--- config.mk ---
export PLATFORM = sky130hd
export DESIGN_NAME = spi_flash_fetch
export DESIGN_NICKNAME = d
export VERILOG_FILES = /design/src/rtl/spi_fetch_pkg.sv /design/src/rtl/spi_sclk_div.sv /design/src/rtl/spi_flash_fetch.sv
export SDC_FILE = /design/constraint.sdc
export NUM_CORES = 1
export LEC_CHECK = 0
export BUFFER_PORTS_ARGS = -buffer_cell sky130_fd_sc_hd__buf_2
export CAP_MARGIN = 25
export CORE_MARGIN = 3
export CORE_UTILIZATION = 25
export DETAILED_ROUTE_END_ITERATION = 7
export PLACE_DENSITY = 0.44
export SETUP_SLACK_MARGIN = 0.1
export SKIP_CTS_REPAIR_TIMING = 1
export SLEW_MARGIN = 20
export SYNTH_ARGS = -nofsm -noshare
export SYNTH_HDL_FRONTEND = slang
export SYNTH_SLANG_ARGS = --single-unit
--- constraint.sdc ---
create_clock -name clk -period 2.7 [get_ports clk]
set_input_delay 0.54 -clock clk [delete_from_list [all_inputs] [get_ports clk]]
set_output_delay 0.54 -clock clk [all_outputs]
set_load 0.02 [all_outputs]
--- src/rtl/spi_fetch_pkg.sv ---
// Shared types and constants for the SPI NOR flash instruction fetch engine.
package spi_fetch_pkg;
  typedef enum logic [1:0] {
    IDLE  = 2'd0,
    SHIFT = 2'd1,
    DONE  = 2'd2
  } fetch_state_t;

  localparam logic [7:0] SPI_READ_CMD    = 8'h03;
  localparam int         FETCH_BITS      = 64;
  localparam int         FETCH_DATA_BITS = 32;

  // Flash delivers the lowest-addressed byte first; the core wants it in bits [7:0].
  function automatic logic [31:0] bswap32(input logic [31:0] w);
    return {w[7:0], w[15:8], w[23:16], w[31:24]};
  endfunction
endpackage

--- src/rtl/spi_sclk_div.sv ---
// SCLK phase timer: strobes the end of each low and high half-period while enabled.
module spi_sclk_div #(
  parameter int CLK_DIV = 1
) (
  input  logic clk,
  input  logic rst_n,
  input  logic i_en,
  output logic o_rise,
  output logic o_fall
);
  localparam int              CW   = $clog2(CLK_DIV) + 1;
  localparam logic [CW-1:0]   LAST = CW'(CLK_DIV - 1);

  logic [CW-1:0] r_cnt;
  logic          r_high;
  logic          w_tick;

  assign w_tick = i_en && (r_cnt == LAST);
  assign o_rise = w_tick && !r_high;
  assign o_fall = w_tick && r_high;

  // Held cleared while disabled so every transfer starts with a full low phase.
  always_ff @(posedge clk) begin
    if (!rst_n || !i_en) begin
      r_cnt  <= '0;
      r_high <= 1'b0;
    end else if (w_tick) begin
      r_cnt  <= '0;
      r_high <= ~r_high;
    end else begin
      r_cnt  <= r_cnt + 1'b1;
    end
  end
endmodule

--- src/rtl/spi_flash_fetch.sv ---
// Fetches one little-endian 32-bit word from SPI NOR flash with a mode-0 READ command.
module spi_flash_fetch
  import spi_fetch_pkg::*;
#(
  parameter int         CLK_DIV  = 1,
  parameter logic [7:0] READ_CMD = SPI_READ_CMD
) (
  input  logic        clk,
  input  logic        rst_n,
  input  logic        start_fetch,
  input  logic [23:0] target_address,
  output logic [31:0] fetched_data,
  output logic        fetch_done,
  output logic        sclk,
  output logic        mosi,
  output logic        cs,
  input  logic        miso
);
  fetch_state_t r_state;
  logic [31:0]  r_tx;
  logic [31:0]  r_rx;
  logic [5:0]   r_bit;
  logic         r_sclk;
  logic         r_cs;
  logic         r_done;
  logic [31:0]  r_data;

  logic         w_div_en;
  logic         w_rise;
  logic         w_fall;
  logic         w_last;
  logic         w_data_bit;
  logic [31:0]  w_rx_next;

  assign w_div_en   = (r_state == SHIFT);
  assign w_last     = (r_bit == 6'(FETCH_BITS - 1));
  assign w_data_bit = (r_bit >= 6'(FETCH_BITS - FETCH_DATA_BITS));
  assign w_rx_next  = {r_rx[30:0], miso};

  spi_sclk_div #(.CLK_DIV(CLK_DIV)) u_div (
    .clk    (clk),
    .rst_n  (rst_n),
    .i_en   (w_div_en),
    .o_rise (w_rise),
    .o_fall (w_fall)
  );

  always_ff @(posedge clk) begin
    if (!rst_n) begin
      r_state <= IDLE;
      r_tx    <= '0;
      r_rx    <= '0;
      r_bit   <= '0;
      r_sclk  <= 1'b0;
      r_cs    <= 1'b1;
      r_done  <= 1'b0;
      r_data  <= '0;
    end else begin
      case (r_state)
        IDLE: if (start_fetch) begin
          r_state <= SHIFT;
          r_tx    <= {READ_CMD, target_address};
          r_rx    <= '0;
          r_bit   <= '0;
          r_cs    <= 1'b0;
          r_sclk  <= 1'b0;
        end
        SHIFT: begin
          if (w_rise) r_sclk <= 1'b1;
          // Zero fill means mosi naturally idles low once cmd+addr are out.
          if (w_fall) begin
            r_sclk <= 1'b0;
            r_tx   <= {r_tx[30:0], 1'b0};
            r_bit  <= r_bit + 1'b1;
            if (w_data_bit) r_rx <= w_rx_next;
            if (w_last) begin
              r_state <= DONE;
              r_data  <= bswap32(w_rx_next);
              r_done  <= 1'b1;
              r_cs    <= 1'b1;
            end
          end
        end
        DONE: if (!start_fetch) begin
          r_done  <= 1'b0;
          r_state <= IDLE;
        end
        default: r_state <= IDLE;
      endcase
    end
  end

  assign fetched_data = r_data;
  assign fetch_done   = r_done;
  assign sclk         = r_sclk;
  assign mosi         = r_tx[31];
  assign cs           = r_cs;
endmodule
# Word-level counts from Yosys, hierarchy flattened
# Cells that the tools add are included.
# word_totals
ff_bits	108
inputBits	28
output_inout_bits	36
elab_cells	66
# op_classes
add_sub_neg	2
magnitude_cmp	1
eq_ne	9
mux	24
n_bitwise	2
n_reduce_logical	18
# op_table
op	count
$mux W31	3
$mux W32	2
$pmux W32 S2	1
$pmux W31 S2	1
$reduce_and A4 Y1	4
$mux W6	2
$pmux W6 S2	1
$ne A2 B2 Y1 const B	5
$reduce_and A3 Y1	3
$mux W2	4
$add A6 B1 Y6 const B	1
$eq A6 B6 Y1 const B	1
$ge A6 B6 Y1 const B	1
$mux W1	6
$pmux W1 S2	3
$pmux W2 S3	1
$reduce_bool A2 Y1	2
$logic_and A1 B1 Y1	3
$logic_not A1 Y1	3
$ne A3 B3 Y1 const B	1
$eq A2 B1 Y1 const B	1
$eq A2 B2 Y1 const B	1
$logic_not A2 Y1	1
$not A1 Y1	2
3 further kinds	3

# Longest topological paths before layout
# Gate-level depths: netlist of run 1.
# depth
depth_word	6
ltp_mapped	7
ltp_nobuf	5

# Hierarchy
# From an unflattened synthesis of run 1, not the netlist that was laid out.
# hier_totals
cells_unflattened	464
hier_area_um2	4604.4
# modules_own_cells
module	instances	cells_per_inst	area_each_um2	seq_area_each_um2
spi_flash_fetch	1	457	4528.1	2122.0
spi_sclk_div	1	7	76.3	40.0

# Least setup slack after synthesis of run 1
# OpenSTA, ideal clock, no wires.
# synth_path
path_kind	in2reg
from	in start_fetch
to	reg r_tx[10]
setup_ns	0.116
t_arrival_ns	1.479
required_time_ns	2.584
path_slack_ns	1.105
path_stages	5
path_buffers	2
cell_sequence	nor3b_2 or2_1 buf_2 buf_2 o211a_1
# synth_between
elab_chain_cells	2
# synth_rtl
item	line	text
start: declaration	spi_flash_fetch.sv:10	input logic start_fetch,
$ne A2 B2 Y1 (no line)	-	
$reduce_and A3 Y1 (no line)	-	
end signal: assignment	spi_flash_fetch.sv:62	r_tx <= {READ_CMD, target_address};
end signal: assignment	spi_flash_fetch.sv:73	r_tx <= {r_tx[30:0], 1'b0};
end: declaration	spi_flash_fetch.sv:20	logic [31:0] r_tx;
# Every way passes these cells.
# A chain may end at the register's enable or synchronous reset.

# Worst setup path after layout of run 1
# layout_path
from	reg r_state[1]
to	reg r_tx[12]
# layout_between
elab_chain_cells	5
elab_cells_between_ends	9
classes_between	eq/ne (3); mux (1); reduce/logical (5)
# layout_rtl
item	line	text
start: declaration	spi_flash_fetch.sv:19	fetch_state_t r_state;
start signal: assignment	spi_flash_fetch.sv:50	r_state <= IDLE;
start signal: assignment	spi_flash_fetch.sv:61	r_state <= SHIFT;
start signal: assignment	spi_flash_fetch.sv:77	r_state <= DONE;
$eq A2 B1 Y1	spi_flash_fetch.sv:35, spi_flash_fetch.sv:59	
$logic_and A1 B1 Y1	spi_sclk_div.sv:18	assign w_tick = i_en && (r_cnt == LAST);
$logic_and A1 B1 Y1	spi_sclk_div.sv:20	assign o_fall = w_tick && r_high;
$ne A2 B2 Y1 (no line)	-	
$reduce_and A3 Y1 (no line)	-	
# Parallel ways exist; a longest one is shown, timed or not.

==> results of run 1 <==
## cells by family after synthesis
group	share of synthesized area (%)
adder cells (fa/ha/maj)	0.589
XOR/XNOR	0.618
buffers and inverters	4.92
AND/OR/NAND/NOR	19.4
AO/OA/AOI/OAI	18.1
multiplexers	5.42
other	0.0883
flip-flops	50.9
## stage by stage
| step | total power [mW] | area (um^2) |
|---|---|---|
| after floorplan | 1.87 | 4250 |
| final | 3.32 | 5090 |
| after detailed placement | 1.93 | 4760 |
| after CTS | 3.40 | 5090 |
| after global routing | 3.48 | 5090 |
| after global placement | 1.93 | 4760 |
## sequential cells by signal, indices dropped and copies added, names as in the netlist, 2 cells and up
| name | cells |
|---|---|
| fetched_data | 32 |
| r_rx | 31 |
| r_bit | 6 |
| r_state | 2 |
| r_tx | 32 |
## cell usage after synthesis, types with 2 or more instances
| cell type | instances |
|---|---|
| sky130_fd_sc_hd__nand3_1 | 35 |
| sky130_fd_sc_hd__ha_1 | 2 |
| sky130_fd_sc_hd__o211a_1 | 23 |
| sky130_fd_sc_hd__a21oi_1 | 11 |
| sky130_fd_sc_hd__o21ai_0 | 37 |
| sky130_fd_sc_hd__nor2_1 | 12 |
| sky130_fd_sc_hd__nor3b_1 | 2 |
| sky130_fd_sc_hd__clkbuf_1 | 25 |
| sky130_fd_sc_hd__nor3_1 | 4 |
| sky130_fd_sc_hd__buf_4 | 3 |
| sky130_fd_sc_hd__o21a_1 | 2 |
| sky130_fd_sc_hd__dfxtp_1 | 108 |
| sky130_fd_sc_hd__nand2_1 | 70 |
| sky130_fd_sc_hd__inv_1 | 5 |
| sky130_fd_sc_hd__a22oi_1 | 31 |
| sky130_fd_sc_hd__nand2b_1 | 3 |
| sky130_fd_sc_hd__buf_6 | 3 |
| sky130_fd_sc_hd__o21ai_1 | 2 |
| sky130_fd_sc_hd__xor2_1 | 2 |
| sky130_fd_sc_hd__nor2b_1 | 33 |
| sky130_fd_sc_hd__buf_2 | 8 |
| sky130_fd_sc_hd__mux2i_1 | 23 |
| sky130_fd_sc_hd__or3_1 | 2 |
## worst paths after layout
path                                        from          endpoint  slack (ps)  cells after the start
worst min-delay path                        miso  fetched_data[24]         430                      3
worst max-delay path                  r_state[1]          r_tx[12]         910                      5
worst max register to register        r_state[1]          r_tx[12]         910                      5
worst min register to register  fetched_data[11]  fetched_data[11]         450                      2
## cells in the final DEF, fill, tap and decap left out, drive strengths merged, types with 2 or more instances in the layout
cell type / n
a21oi: 11
a22oi: 31
buf: 72
bufinv: 2
clkbuf: 9
clkinvlp: 3
dfxtp: 108
ha: 2
inv: 6
mux2i: 23
nand2: 70
nand2b: 3
nand3: 35
nor2: 12
nor2b: 33
nor3: 4
nor3b: 3
o211a: 23
o21a: 2
o21ai: 39
or3: 2
xor2: 2
## metal layers
| layer | up-vias | global-route usage, % |
|---|---|---|
| met5 | - | 0 |
| met2 | 53 | 17.1 |
| met4 | 2 | 3.19 |
| met1 | 1506 | 12.0 |
| met3 | 11 | 3.55 |
| li1 | 1685 | - |
## critical path: cells and delay by family, from the launching register on
family	cells	cell delay (ps)
simple gates	2	530
flops	1	420
buf+inv	1	370
mux	1	220
compound gates	1	130
## area by class of cell
class	count	area (um^2)	area share (%)
clock buffer	9	225	4.43
sequential	108	2160	42.5
inverter	5	18.8	0.369
timing repair buffer	72	423	8.31
multi-input combinational	307	1880	37.0
clock inverter	7	98.8	1.94
tap	220	275	5.41
## power by group through the flow
stage	Sequential [mW]	Combinational [mW]	Clock (mW)
global placement	1.70	0.234	0
global route	1.67	0.262	1.55
floorplan	1.69	0.173	0
finish	1.66	0.232	1.43
CTS	1.66	0.237	1.50
detailed placement	1.70	0.236	0
==> impl_metrics.json, run 1 <==
{
  "postLayoutCoreUtil_pct": 30.7,
  "cts_htree_levels": 3,
  "grt.total_usage_pct": 10.1,
  "numPlacedInstances": 712,
  "hold_slack_ps": 434,
  "seq_power_share_pct": 50.0,
  "area.growth.synth_to_final_pct": 19.7,
  "cts_tree": "built",
  "fin_crit_ps": 1790,
  "ys.warnings.count": 0,
  "timing.final.crit_share_pct": 66.3,
  "seq_area_frac_synth_pct": 50.9,
  "via_per_inst": 4.47,
  "grt_start_max_net_pins": 74,
  "synth_cell_type_count": 36,
  "met2_routed_wirelength_um": 4230,
  "tritoncts_buffers": 9,
  "p_per_area_nw_per_um2": 653,
  "die_w_um": 136,
  "drv.max_cap_violation_count": 0,
  "biggest_fanout_along_the_worst_timing_path": 17,
  "synth-edff-count": 0,
  "post_synth.cell_area_avg_um2": 9.26,
  "run_status": "complete, no violations",
  "ctsLongestPathBuffers": 2,
  "yosys.area.top_type_share_pct": 50.9,
  "instances_no_fill": 728,
  "synth_seq_cells": 108,
  "die-area_um2": 18600,
  "avgRoutedWirePerCell_um": 12.2,
  "layout-drive-gt1-share_pct": 18.5,
  "grt_overflow": 0,
  "grt_pass1_vias": 3067,
  "ys_async_sr_fraction_pct": 0,
  "cp-start-kind": "flop",
  "final_nets": 533,
  "dr.max_layer_used": "met5",
  "postLayoutSetupSlackWorst_ps": 909,
  "hold_violations": 0,
  "post_synth_instance_area_um2": 4250,
  "p_leak_nw": 2.17,
  "cellInternalPower_mw": 2.56,
  "cp_cell_sequence": "nand2b_2, buf_4, mux2i_1, nand2_1, o211a_1",
  "power.switching_fraction_pct": 23.0,
  "cts-root-buf": "sky130_fd_sc_hd__clkbuf_16",
  "grt_first_pass_wirelength_um": 15000,
  "detailedPlace.worstSlack_ps": 808,
  "net-switching-power_uw": 764,
  "clkTransAtPathRegs_ps": 70,
  "library_cell_with_the_largest_summed_area_after_synthesis": "sky130_fd_sc_hd__dfxtp_1",
  "cts_sinks": 108,
  "detail_route.drc_violations": 0,
  "clock_latency_ps": 340,
  "report.final.setup_viol": 0,
  "fraction_of_power_consumed_by_the_clock_network_pct": 43.0,
  "first_pass_iters": 4,
  "ir_worst_vdd_mv": 0.348,
  "mappedNetlistNets": 489,
  "die_h_um": 136,
  "clock.fmax_mhz": 558,
  "grt_setup_unrepaired": "false",
  "core-area_um2": 16600,
  "skew_ps": 7.26,
  "met1_length_um": 4100,
  "critical_path.endpoint_type": "flop",
  "antenna_violations_before_repair": 1,
  "synth_area_leaders": "sky130_fd_sc_hd__dfxtp_1 (51%), sky130_fd_sc_hd__nand2_1 (6.2%), sky130_fd_sc_hd__a22oi_1 (5.5%)",
  "cp.required_ps": 2940,
  "gate_count_post_synth": 459,
  "gp_routability_congestion": 0.701,
  "drt-total-wl_um": 8920,
  "routed-wl-met3_um": 476,
  "power.combinational.fraction_pct": 7.0,
  "drt_iter0_drc": 197,
  "final-max-slew-violation-count": 0,
  "nFillCells": 1787,
  "path_class": "flop to flop",
  "insertedDiodeCount": 0,
  "pin_count": 64,
  "io_buffers": 63,
  "start_util_pct": 25.6,
  "worst_path_max_delay_cell": "sky130_fd_sc_hd__nand2b_2",
  "number_of_nets_with_antenna_violations_after_routing": 0,
  "tns_ps": 0,
  "route.vias.total": 3257,
  "dp.final_hpwl_um": 5720,
  "arrival_worst_endpoint_ps": 2030,
  "floorplan_row_count": 47,
  "synth_flop_cell": "sky130_fd_sc_hd__dfxtp_1",
  "crit_path_max_incr_delay_ps": 460,
  "min-delay-path-class": "input pin to flop"
}
Note: power is estimated with default switching activity, not from simulation.
==> inputs of run 2 (changes only) <==
Settings changed: PLACE_DENSITY 0.44 to 0.46.
Clock period 2.7 ns to 1.5 ns, I/O delays scaled along.
==> impl_metrics.json, run 2 (synthesized netlist as in run 1, its figures left out) <==
{
  "route.vias.total": 3534,
  "tns_ps": 0,
  "die-area_um2": 18600,
  "crit_path_max_incr_delay_ps": 350,
  "rrSetupSlack_ps": 20,
  "grt_first_pass_wirelength_um": 15400,
  "die_w_um": 136,
  "arrival_worst_endpoint_ps": 1770,
  "skew_ps": 9.27,
  "drv.max_cap_violation_count": 0,
  "critical_path.endpoint_type": "flop",
  "worstReg2RegEnd": "fetched_data[15]",
  "worst_path_max_delay_cell": "sky130_fd_sc_hd__dfxtp_2",
  "tritoncts_buffers": 9,
  "biggest_fanout_along_the_worst_timing_path": 6,
  "hold_violations": 0,
  "grt_pass1_vias": 3220,
  "layout.cells.most_common": "sky130_fd_sc_hd__dfxtp_1",
  "final_cell_mix": "sky130_fd_sc_hd__dfxtp_1 (100), sky130_fd_sc_hd__nand2_1 (65), sky130_fd_sc_hd__buf_2 (62)",
  "numPlacedInstances": 719,
  "postLayoutCoreUtil_pct": 34.8,
  "cts_htree_levels": 3,
  "detail_route.drc_violations": 0,
  "path_buf_inv": 4,
  "instances_no_fill": 754,
  "p_leak_nw": 2.46,
  "worstHoldPathCells": 3,
  "gp_routability_congestion": 0.753,
  "grt_overflow": 0,
  "postPlaceCellArea_um2": 4890,
  "clock.fmax_mhz": 674,
  "avgRoutedWirePerCell_um": 15.0,
  "p_per_area_nw_per_um2": 1040,
  "cts-root-buf": "sky130_fd_sc_hd__clkbuf_16",
  "layout-drive-gt1-share_pct": 31.5,
  "pin_count": 64,
  "rr_startpoint": "u_div.r_high",
  "path_class": "flop to flop",
  "grt_start_max_net_pins": 80,
  "report.final.setup_viol": 0,
  "postLayoutSetupSlackWorst_ps": 15.3,
  "insertedDiodeCount": 0,
  "ir_worst_vdd_mv": 0.615,
  "grt_setup_unrepaired": "true",
  "final_nets": 560,
  "cp.required_ps": 1780,
  "cp_cell_sequence": "buf_6, nand2b_4, nor4_4, buf_4, buf_8, buf_8, nand3_2, o21ai_1",
  "drt-total-wl_um": 11300,
  "clock_latency_ps": 350,
  "number_of_nets_with_antenna_violations_after_routing": 0,
  "start_util_pct": 25.6,
  "timing.final.crit_share_pct": 99.0,
  "run_status": "complete, no violations",
  "critical_path.top_delay_family": "buffers and inverters",
  "final-max-slew-violation-count": 0,
  "fin_crit_ps": 1480,
  "worst_r2r_path_depth": 8,
  "antenna_violations_before_repair": 0,
  "via_per_inst": 4.69,
  "whs_endpoint": "fetched_data[24]",
  "cp-start-kind": "flop",
  "hold_start": "miso",
  "min-delay-path-class": "input pin to flop",
  "floorplan_row_count": 47,
  "post-layout-total-power_mw": 5.97,
  "drt_iter0_drc": 172,
  "core-area_um2": 16600,
  "first_pass_iters": 4,
  "dp.final_hpwl_um": 5860,
  "detailedPlace.worstSlack_ps": -15.7,
  "cts_tree": "built",
  "clkTransAtPathRegs_ps": 70,
  "io_buffers": 63,
  "area.growth.synth_to_final_pct": 35.7,
  "worst_path_most_repeated_cell": "sky130_fd_sc_hd__buf_8",
  "grt.total_usage_pct": 10.4,
  "fin_area_um2": 5770,
  "ctsLongestPathBuffers": 2,
  "die_h_um": 136,
  "hold_slack_ps": 207,
  "cts_sinks": 108
}
run 2: cell count changes in the layout (fill, tap and decap cells not counted), sizes merged:
cell and delta:
buf +19, clkbuf +11, clkinvlp -3, bufinv -1
run 2: worst max-delay path by stage:
stage	slack, ps	cells past startpoint	to	startpoint
floorplan	80	5	r_tx[11]	r_state[1]
global placement	40	6	fetched_data[18]	r_bit[1]
detailed placement	-20	5	r_tx[25]	r_state[1]
CTS	-30	5	r_tx[25]	r_state[1]
global route	-50	8	fetched_data[15]	r_bit[0]
finish	20	8	fetched_data[15]	u_div.r_high
run 2: routing by layer:
layer | up-vias | global-route usage, % | part of all wire, %
met5 | - | 0 | 0
met4 | 0 | 4.20 | 1.6
met3 | 15 | 3.85 | 4.7
met2 | 65 | 17.0 | 47
met1 | 1707 | 12.4 | 46
li1 | 1747 | - | -
run 2: where the power goes:
part	leakage (nW)	switching (mW)	internal [mW]
clock network	0.149	1.06	1.38
registers	0.881	0.0461	2.94
logic	1.43	0.284	0.258
total	2.46	1.39	4.58
run 2: worst reg2reg max path, delay by kind of cell, from the launching register on:
kind | cells | cell delay, ps
DFF | 1 | 350
buffers and inverters | 4 | 560
AOI/OAI and AO/OA | 1 | 100
and+or+nand+nor | 3 | 420
run 2: area by class of cell:
| class | instances | area [um^2] |
|---|---|---|
| sequential | 108 | 2180 |
| timing repair buffer | 99 | 895 |
| clock buffer | 12 | 256 |
| inverter | 5 | 18.8 |
| multi-input combinational | 307 | 2090 |
| clock inverter | 3 | 45.0 |
| tap | 220 | 275 |
| fill | 1722 | 10800 |
==> inputs of run 3 (changes only) <==
Settings changed: CORE_ASPECT_RATIO from default to 1.25, PLACE_DENSITY 0.46 to 0.44, SLEW_MARGIN 20 to default.
Clock period 1.5 ns to 1.85 ns, I/O delays scaled along.
==> impl_metrics.json, run 3 (synthesized netlist as in run 1, its figures left out) <==
{
  "report.final.setup_viol": 0,
  "first_pass_iters": 4,
  "nFillCells": 1758,
  "power.switching_fraction_pct": 23.0,
  "cts_sinks": 108,
  "post-layout-total-power_mw": 4.87,
  "clock.fmax_mhz": 622,
  "run_status": "complete, no violations",
  "fin_crit_ps": 1610,
  "antenna_violations_before_repair": 1,
  "final-max-slew-violation-count": 0,
  "layout-drive-gt1-share_pct": 19.3,
  "biggest_fanout_along_the_worst_timing_path": 29,
  "clock_latency_ps": 350,
  "grt_pass1_vias": 3201,
  "timing.final.crit_share_pct": 86.8,
  "p_per_area_nw_per_um2": 944,
  "worst_path_max_delay_cell": "sky130_fd_sc_hd__dfxtp_1",
  "grt.total_usage_pct": 10.2,
  "die_h_um": 152,
  "cts_htree_levels": 3,
  "path_class": "flop to flop",
  "crit_path_max_incr_delay_ps": 420,
  "insertedDiodeCount": 0,
  "final_nets": 538,
  "grt_first_pass_wirelength_um": 15200,
  "skew_ps": 8.75,
  "seq_power_share_pct": 49.7,
  "pin_count": 64,
  "max_slew.worst_pin.slew_ps": 531,
  "area.growth.synth_to_final_pct": 21.3,
  "arrival_worst_endpoint_ps": 1850,
  "floorplan_row_count": 52,
  "io_buffers": 63,
  "clkTransAtPathRegs_ps": 80,
  "drv.max_cap_violation_count": 0,
  "via_per_inst": 4.52,
  "die-area_um2": 18600,
  "tns_ps": 0,
  "tritoncts_buffers": 9,
  "slew_headroom_pct": 64.6,
  "dp.final_hpwl_um": 6110,
  "avgRoutedWirePerCell_um": 12.5,
  "power.combinational.fraction_pct": 7.4,
  "cts-root-buf": "sky130_fd_sc_hd__clkbuf_16",
  "number_of_nets_with_antenna_violations_after_routing": 0,
  "cp_cell_sequence": "and4bb_2, or2_2, buf_12, o211a_1",
  "min-delay-path-class": "input pin to flop",
  "cp.required_ps": 2090,
  "cp-start-kind": "flop",
  "critical_path.endpoint_type": "flop",
  "drt_iter0_drc": 188,
  "final_cell_mix": "sky130_fd_sc_hd__dfxtp_1 (108), sky130_fd_sc_hd__nand2_1 (70), sky130_fd_sc_hd__buf_2 (62)",
  "die_w_um": 123,
  "cellInternalPower_mw": 3.75,
  "layout.cells.most_common": "sky130_fd_sc_hd__dfxtp_1",
  "net-switching-power_mw": 1.12,
  "ctsLongestPathBuffers": 2,
  "hold_slack_ps": 299,
  "route.vias.total": 3293,
  "cts_tree": "built",
  "gp_routability_congestion": 0.724,
  "grt_setup_unrepaired": "false",
  "core-area_um2": 16500,
  "grt_overflow": 0,
  "fraction_of_power_consumed_by_the_clock_network_pct": 42.9,
  "start_util_pct": 25.8,
  "drt-total-wl_um": 9080,
  "p_leak_nw": 2.21,
  "detail_route.drc_violations": 0,
  "ir_worst_vdd_mv": 0.393,
  "hold_violations": 0,
  "grt_start_max_net_pins": 53
}
run 3: per-stage QoR:
| stage | instances | utilization (%) | worst slack (ps) | instance area (um^2) |
|---|---|---|---|---|
| finish | 728 | 31.3 | 243 | 5160 |
| floorplan | 459 | - | 353 | 4250 |
| CTS | 728 | 31.3 | 82.0 | 5150 |
| detailed placement | 713 | 29.4 | 72.6 | 4830 |
| global placement | 713 | 29.4 | 93.9 | 4830 |
| global route | 728 | 31.3 | 119 | 5160 |
run 3: final timing paths:
| path | to | depth (start not counted) | slack, ps | startpoint |
|---|---|---|---|---|
| min reg2reg | fetched_data[3] | 2 | 450 | fetched_data[3] |
| min | fetch_done | 3 | 300 | start_fetch |
| max | r_tx[10] | 4 | 240 | r_state[1] |
| max reg2reg | r_tx[10] | 4 | 240 | r_state[1] |
run 3: per-layer routing:
metal  share of wire, %  GRT usage, %  routed length (um)
met2                 49          17.5                4420
met4                1.3          3.70                 116
met3                4.1          3.01                 372
met5               0.14             0                  13
met1                 46          12.0                4160
run 3: power by group through the flow:
stage	clock, mW	combinational, mW	sequential, mW
floorplan	0	0.253	2.47
global placement	0	0.360	2.47
detailed placement	0	0.365	2.48
CTS	2.18	0.366	2.42
global route	2.27	0.403	2.43
finish	2.09	0.360	2.42
run 3: critical path, delay by kind of cell (launching register included):
family	cells	cell delay (ps)
AO/OA/AOI/OAI	1	210
buffers and inverters	1	200
flip-flops	1	420
AND/OR/NAND/NOR	2	670
run 3: final cells by class:
type | count | area (um^2) | share of cell area, %
multi-input combinational | 307 | 1890 | 36.6
timing repair buffer | 77 | 498 | 9.66
sequential | 108 | 2160 | 41.9
tap | 216 | 270 | 5.24
clock buffer | 9 | 225 | 4.37
clock inverter | 6 | 96.3 | 1.87
inverter | 5 | 18.8 | 0.364
